==> config.mk <==
export PLATFORM = sky130hd
export DESIGN_NAME = mem_port_arbiter
export DESIGN_NICKNAME = d
export VERILOG_FILES = /design/src/rtl/mem_port_arbiter.sv
export SDC_FILE = /design/constraint.sdc
export NUM_CORES = 1
export LEC_CHECK = 0
export ABC_AREA = 1
export CORE_ASPECT_RATIO = 0.7
export CORE_MARGIN = 2
export CORE_UTILIZATION = 44
export CTS_CLUSTER_DIAMETER = 80
export DETAILED_ROUTE_END_ITERATION = 16
export PLACE_DENSITY = 0.95
export SLEW_MARGIN = 40
export SYNTH_ARGS = -nofsm -noshare
export SYNTH_HDL_FRONTEND = slang
export SYNTH_SLANG_ARGS = --single-unit
==> constraint.sdc <==
create_clock -name clk -period 3.83 [get_ports clk]
set_input_delay 0.766 -clock clk [delete_from_list [all_inputs] [get_ports clk]]
set_output_delay 0.766 -clock clk [all_outputs]
set_load 0.03 [all_outputs]
==> src/rtl/mem_port_arbiter.sv <==
// Arbiter sharing one single-ported memory between fetch (I) and memory-stage (D) requesters.
// D-side has priority; a wait counter forces an I-side grant after MAX_WAIT consecutive losses.
module mem_port_arbiter #(
    parameter int DATA_WIDTH  = 32,
    parameter int MEM_LATENCY = 2,
    parameter int MAX_WAIT    = 3
) (
    input  logic                  clk,
    input  logic                  rst,
    input  logic                  i_req,
    input  logic [DATA_WIDTH-1:0] i_addr,
    output logic [DATA_WIDTH-1:0] i_rdata,
    output logic                  i_valid,
    input  logic                  d_req,
    input  logic                  d_we,
    input  logic [2:0]            d_funct3,
    input  logic [DATA_WIDTH-1:0] d_addr,
    input  logic [DATA_WIDTH-1:0] d_wdata,
    output logic [DATA_WIDTH-1:0] d_rdata,
    output logic                  d_valid,
    output logic                  mem_en,
    output logic                  mem_we,
    output logic [2:0]            mem_funct3,
    output logic [DATA_WIDTH-1:0] mem_addr,
    output logic [DATA_WIDTH-1:0] mem_wdata,
    input  logic [DATA_WIDTH-1:0] mem_rdata,
    output logic                  stall_i,
    output logic                  stall_d,
    output logic                  busy
);
    localparam int CYC_W  = (MEM_LATENCY > 1) ? $clog2(MEM_LATENCY) : 1;
    localparam int WAIT_W = (MAX_WAIT > 1) ? $clog2(MAX_WAIT + 1) : 1;

    typedef enum logic [1:0] {S_IDLE, S_ACCESS, S_DONE} state_t;

    state_t              r_state;
    logic [CYC_W-1:0]    r_cyc;
    logic [WAIT_W-1:0]   r_wait;
    logic                r_win_d;
    logic                w_wait_ok;
    logic                w_d_wins;

    assign w_wait_ok = (r_wait < WAIT_W'(MAX_WAIT));
    assign w_d_wins  = d_req & (w_wait_ok | ~i_req);

    assign stall_i = i_req & ~i_valid;
    assign stall_d = d_req & ~d_valid;
    assign busy    = (r_state != S_IDLE);

    always_ff @(posedge clk) begin
        if (!rst) begin
            r_state    <= S_IDLE;
            r_cyc      <= '0;
            r_wait     <= '0;
            r_win_d    <= 1'b0;
            i_valid    <= 1'b0;
            d_valid    <= 1'b0;
            i_rdata    <= '0;
            d_rdata    <= '0;
            mem_en     <= 1'b0;
            mem_we     <= 1'b0;
            mem_funct3 <= 3'b000;
            mem_addr   <= '0;
            mem_wdata  <= '0;
        end else begin
            i_valid <= 1'b0;
            d_valid <= 1'b0;
            case (r_state)
                S_IDLE: begin
                    if (i_req | d_req) begin
                        r_state <= S_ACCESS;
                        r_cyc   <= '0;
                        mem_en  <= 1'b1;
                        r_win_d <= w_d_wins;
                        if (w_d_wins) begin
                            mem_we     <= d_we;
                            mem_funct3 <= d_funct3;
                            mem_addr   <= d_addr;
                            mem_wdata  <= d_wdata;
                            // D only beats a waiting I while below MAX_WAIT, so this saturates
                            if (i_req)
                                r_wait <= r_wait + 1'b1;
                        end else begin
                            mem_we     <= 1'b0;
                            mem_funct3 <= 3'b010;
                            mem_addr   <= i_addr;
                            mem_wdata  <= '0;
                            r_wait     <= '0;
                        end
                    end
                end
                S_ACCESS: begin
                    if (r_cyc == CYC_W'(MEM_LATENCY - 1)) begin
                        r_state <= S_DONE;
                        mem_en  <= 1'b0;
                        mem_we  <= 1'b0;
                        if (r_win_d) begin
                            d_rdata <= mem_rdata;
                            d_valid <= 1'b1;
                        end else begin
                            i_rdata <= mem_rdata;
                            i_valid <= 1'b1;
                        end
                    end else begin
                        r_cyc <= r_cyc + 1'b1;
                    end
                end
                S_DONE:  r_state <= S_IDLE;
                default: r_state <= S_IDLE;
            endcase
        end
    end
endmodule

==> metrics.json <==
{
  "synth": {
    "synth-adder-area-share_pct": 0.2208,
    "yosys_register_bits": 141,
    "synth_fp_nets": 906,
    "netlist_instances": 769,
    "synth_compound_area_share_pct": 12.48,
    "post_synth_instance_area_um2": 5665,
    "synth_seq_area_share_pct": 49.82,
    "synth_top_family_by_area": "simple AND/OR/NAND/NOR gates",
    "synth-xor-area-share_pct": 0,
    "count_of_different_cell_masters_after_synthesis": 17,
    "multiplexer_fraction_of_the_synthesized_cell_area_pct": 0,
    "syn-mean-instance-area_um2": 7.367,
    "synth_simple_gate_area_share_pct": 26.77,
    "ys.warnings.count": 0
  },
  "route": {
    "routed_wire_length_per_instance_um": 15.30,
    "drtAntennaViolNets": 0,
    "dr_total_vias": 5959,
    "drt_wl_total_um": 18240,
    "detail_route.drc_violations": 0,
    "detail_route.iter0.violations": 307,
    "via_per_inst": 4.999,
    "dr.pass1.iters": 4
  },
  "floorplanning": {
    "fp-row-count": 34,
    "fp.dieArea_um2": 13810,
    "start_util_pct": 45.30,
    "floorplan.die.height_um": 98.94,
    "die_w_um": 139.6,
    "core_area_um2": 12510,
    "ioPinCount": 274
  },
  "global_routing": {
    "grt_pass1_wl_um": 28630,
    "vias_in_the_first_global_route": 5775,
    "tot_gr_track_use_pct": 25.59,
    "overflow": 0,
    "antenna_found_initial": 0,
    "grt_max_degree": 73
  },
  "place": {
    "io_buffers": 273,
    "place.detailed.hpwl_um": 12310,
    "gpl.final_weighted_congestion": 0.8018
  },
  "timing": {
    "totalNegativeSetupSlack_ns": 0,
    "worst_hold_slack_ns": 0.4625,
    "timing_worst_slew_pin_value_ns": 0.7634,
    "slew_headroom_pct": 48.99,
    "layout_min_cycle_time_ns": 3.006,
    "setup-violations-final": 0,
    "rsz0062_at_grt": "false",
    "final.period_utilization_pct": 78.50,
    "achievable-frequency_ghz": 0.3326,
    "finClkSkew_ns": 0.01044,
    "timing_hold_violations_final": 0,
    "slew_viol_final": 0
  },
  "critical_path": {
    "setup.worst_path.end_class": "output pin",
    "critPathMaxFanout": 5,
    "timing.critical_path.required_ns": 3.06,
    "regToRegEndpoint": "i_rdata[13]",
    "cp.arrival_ns": 2.24,
    "r2r_cells": 6,
    "rr_startpoint": "r_state[0]",
    "startpoint": "i_req",
    "timing.critical_path.from_type": "input port",
    "criticalPathCategory": "input port to output pin",
    "regToRegSetupSlack_ns": 1.81,
    "crit_end": "stall_i"
  },
  "power": {
    "leakagePower_uw": 0.003725,
    "power.ir.vdd_worst_v": 0.0003775,
    "total_power_consumption_uw": 4080,
    "powerDensity_nw_per_um2": 455.3
  },
  "cells_and_area": {
    "mostFrequentLayoutCell": "clkdlybuf4s50_1",
    "area_growth_pct": 58.19,
    "regArea_um2": 2823,
    "drive_gt1_share_pct": 5.631,
    "layout_fillers": 955,
    "leading_cell_types_in_the_layout_fill_and_taps_excluded": "clkdlybuf4s50_1, dfxtp_1, nor2_1",
    "layout.nets": 1154,
    "area_of_the_multi_input_gates_um2": 2236,
    "antennaDiodeCount": 0
  },
  "clock_tree": {
    "cts_htree_levels": 4,
    "cts.repair_timing.setup_buffer_count": 0,
    "tritoncts_clock_tree": "built",
    "clkSinkCount": 141,
    "clock_insertion_delay_worst_skew_ns": 0.41,
    "hold_buffers": 0,
    "cts.path.max_buffers": 2,
    "ctsResizeCount": 0,
    "path_clk_slew_ns": 0.06,
    "root_buffer": "clkbuf_16",
    "tritoncts.num_buffers": 17
  },
  "outcome": {
    "outcome": "complete, no violations"
  },
  "worst_hold_path": {
    "worst_hold_path_type": "flip-flop to flip-flop",
    "min_delay_path_depth": 2
  },
  "run": {
    "max-cap-violations": 0
  }
}
==> registers in the layout, summed over array words and instances, names as in the netlist <==
register and cells:
mem_addr 32, i_rdata 32, mem_wdata 32, r_win_d 1, d_rdata 32, r_wait 2
r_state 2, r_cyc 1, i_valid 1, mem_funct3 3, d_valid 1, mem_en 1
mem_we 1
==> per-layer routing <==
metal	share of wire [%]	vias up	track usage, %
met5	0	-	0
met4	1.5	0	7.154
met3	9.4	24	9.329
met2	48	224	45.17
met1	41	2765	29.48
li1	-	2946	-
==> synth_stat cells, drive strengths merged <==
| library cell | instances | area share, % |
|---|---|---|
| nand3 | 100 | 8.8 |
| nor2 | 144 | 10 |
| inv | 75 | 5.0 |
| buf | 31 | 4.3 |
| nand2 | 116 | 7.9 |
| clkbuf | 22 | 1.5 |
| ha | 1 | 0.22 |
| a21oi | 73 | 6.4 |
| dfxtp | 141 | 50 |
| o21ai | 66 | 6.0 |
==> critical path, cell delays in order <==
cell	delay (ns)
clkdlybuf4s50_1	0.63
inv_1	0.08
nor2_1	0.09
clkdlybuf4s50_1	0.68
==> cells by family after synthesis <==
family | Yosys count
AO/OA/AOI/OAI | 139
adder cells (fa/ha/maj) | 1
buffers and inverters | 128
flip-flops | 141
AND/OR/NAND/NOR | 360
==> cell type report <==
type                            instances  area share (%)
Sequential cell                       141           31.50
Timing Repair Buffer                  282           31.33
Multi-Input combinational cell        500           24.95
Clock buffer                           18           4.900
Inverter                               75           3.169
Tap cell                              162           2.262
Clock inverter                         14           1.899
==> how the worst min path moves through the flow <==
stage	startpoint	endpoint	slack (ns)
final	mem_wdata[21]	mem_wdata[21]	0.46
after global routing	mem_addr[15]	mem_addr[15]	0.48
after CTS	mem_addr[16]	mem_addr[16]	0.46
after detailed placement	mem_wdata[6]	mem_wdata[6]	0.45
after global placement	mem_wdata[11]	mem_wdata[11]	0.45
after floorplan	r_wait[1]	r_wait[1]	0.45
==> report_power, final <==
group          leakage (uW)  total [uW]  switching [uW]  internal (uW)
sequential          0.00115        1600            46.6           1550
clock              0.000301        1690             682           1000
combinational       0.00227         794             440            353
==> through the flow <==
step	worst slack, ns	instance area [um2]	utilization [%]	std cells
floorplan	1.446	5665	-	769
global placement	0.8492	8320	66.53	1158
detailed placement	0.8326	8323	66.55	1158
CTS	0.8309	8932	71.42	1190
global route	0.7648	8962	71.66	1192
finish	0.8236	8962	71.66	1192
Note: power is estimated with default switching activity, not from simulation.
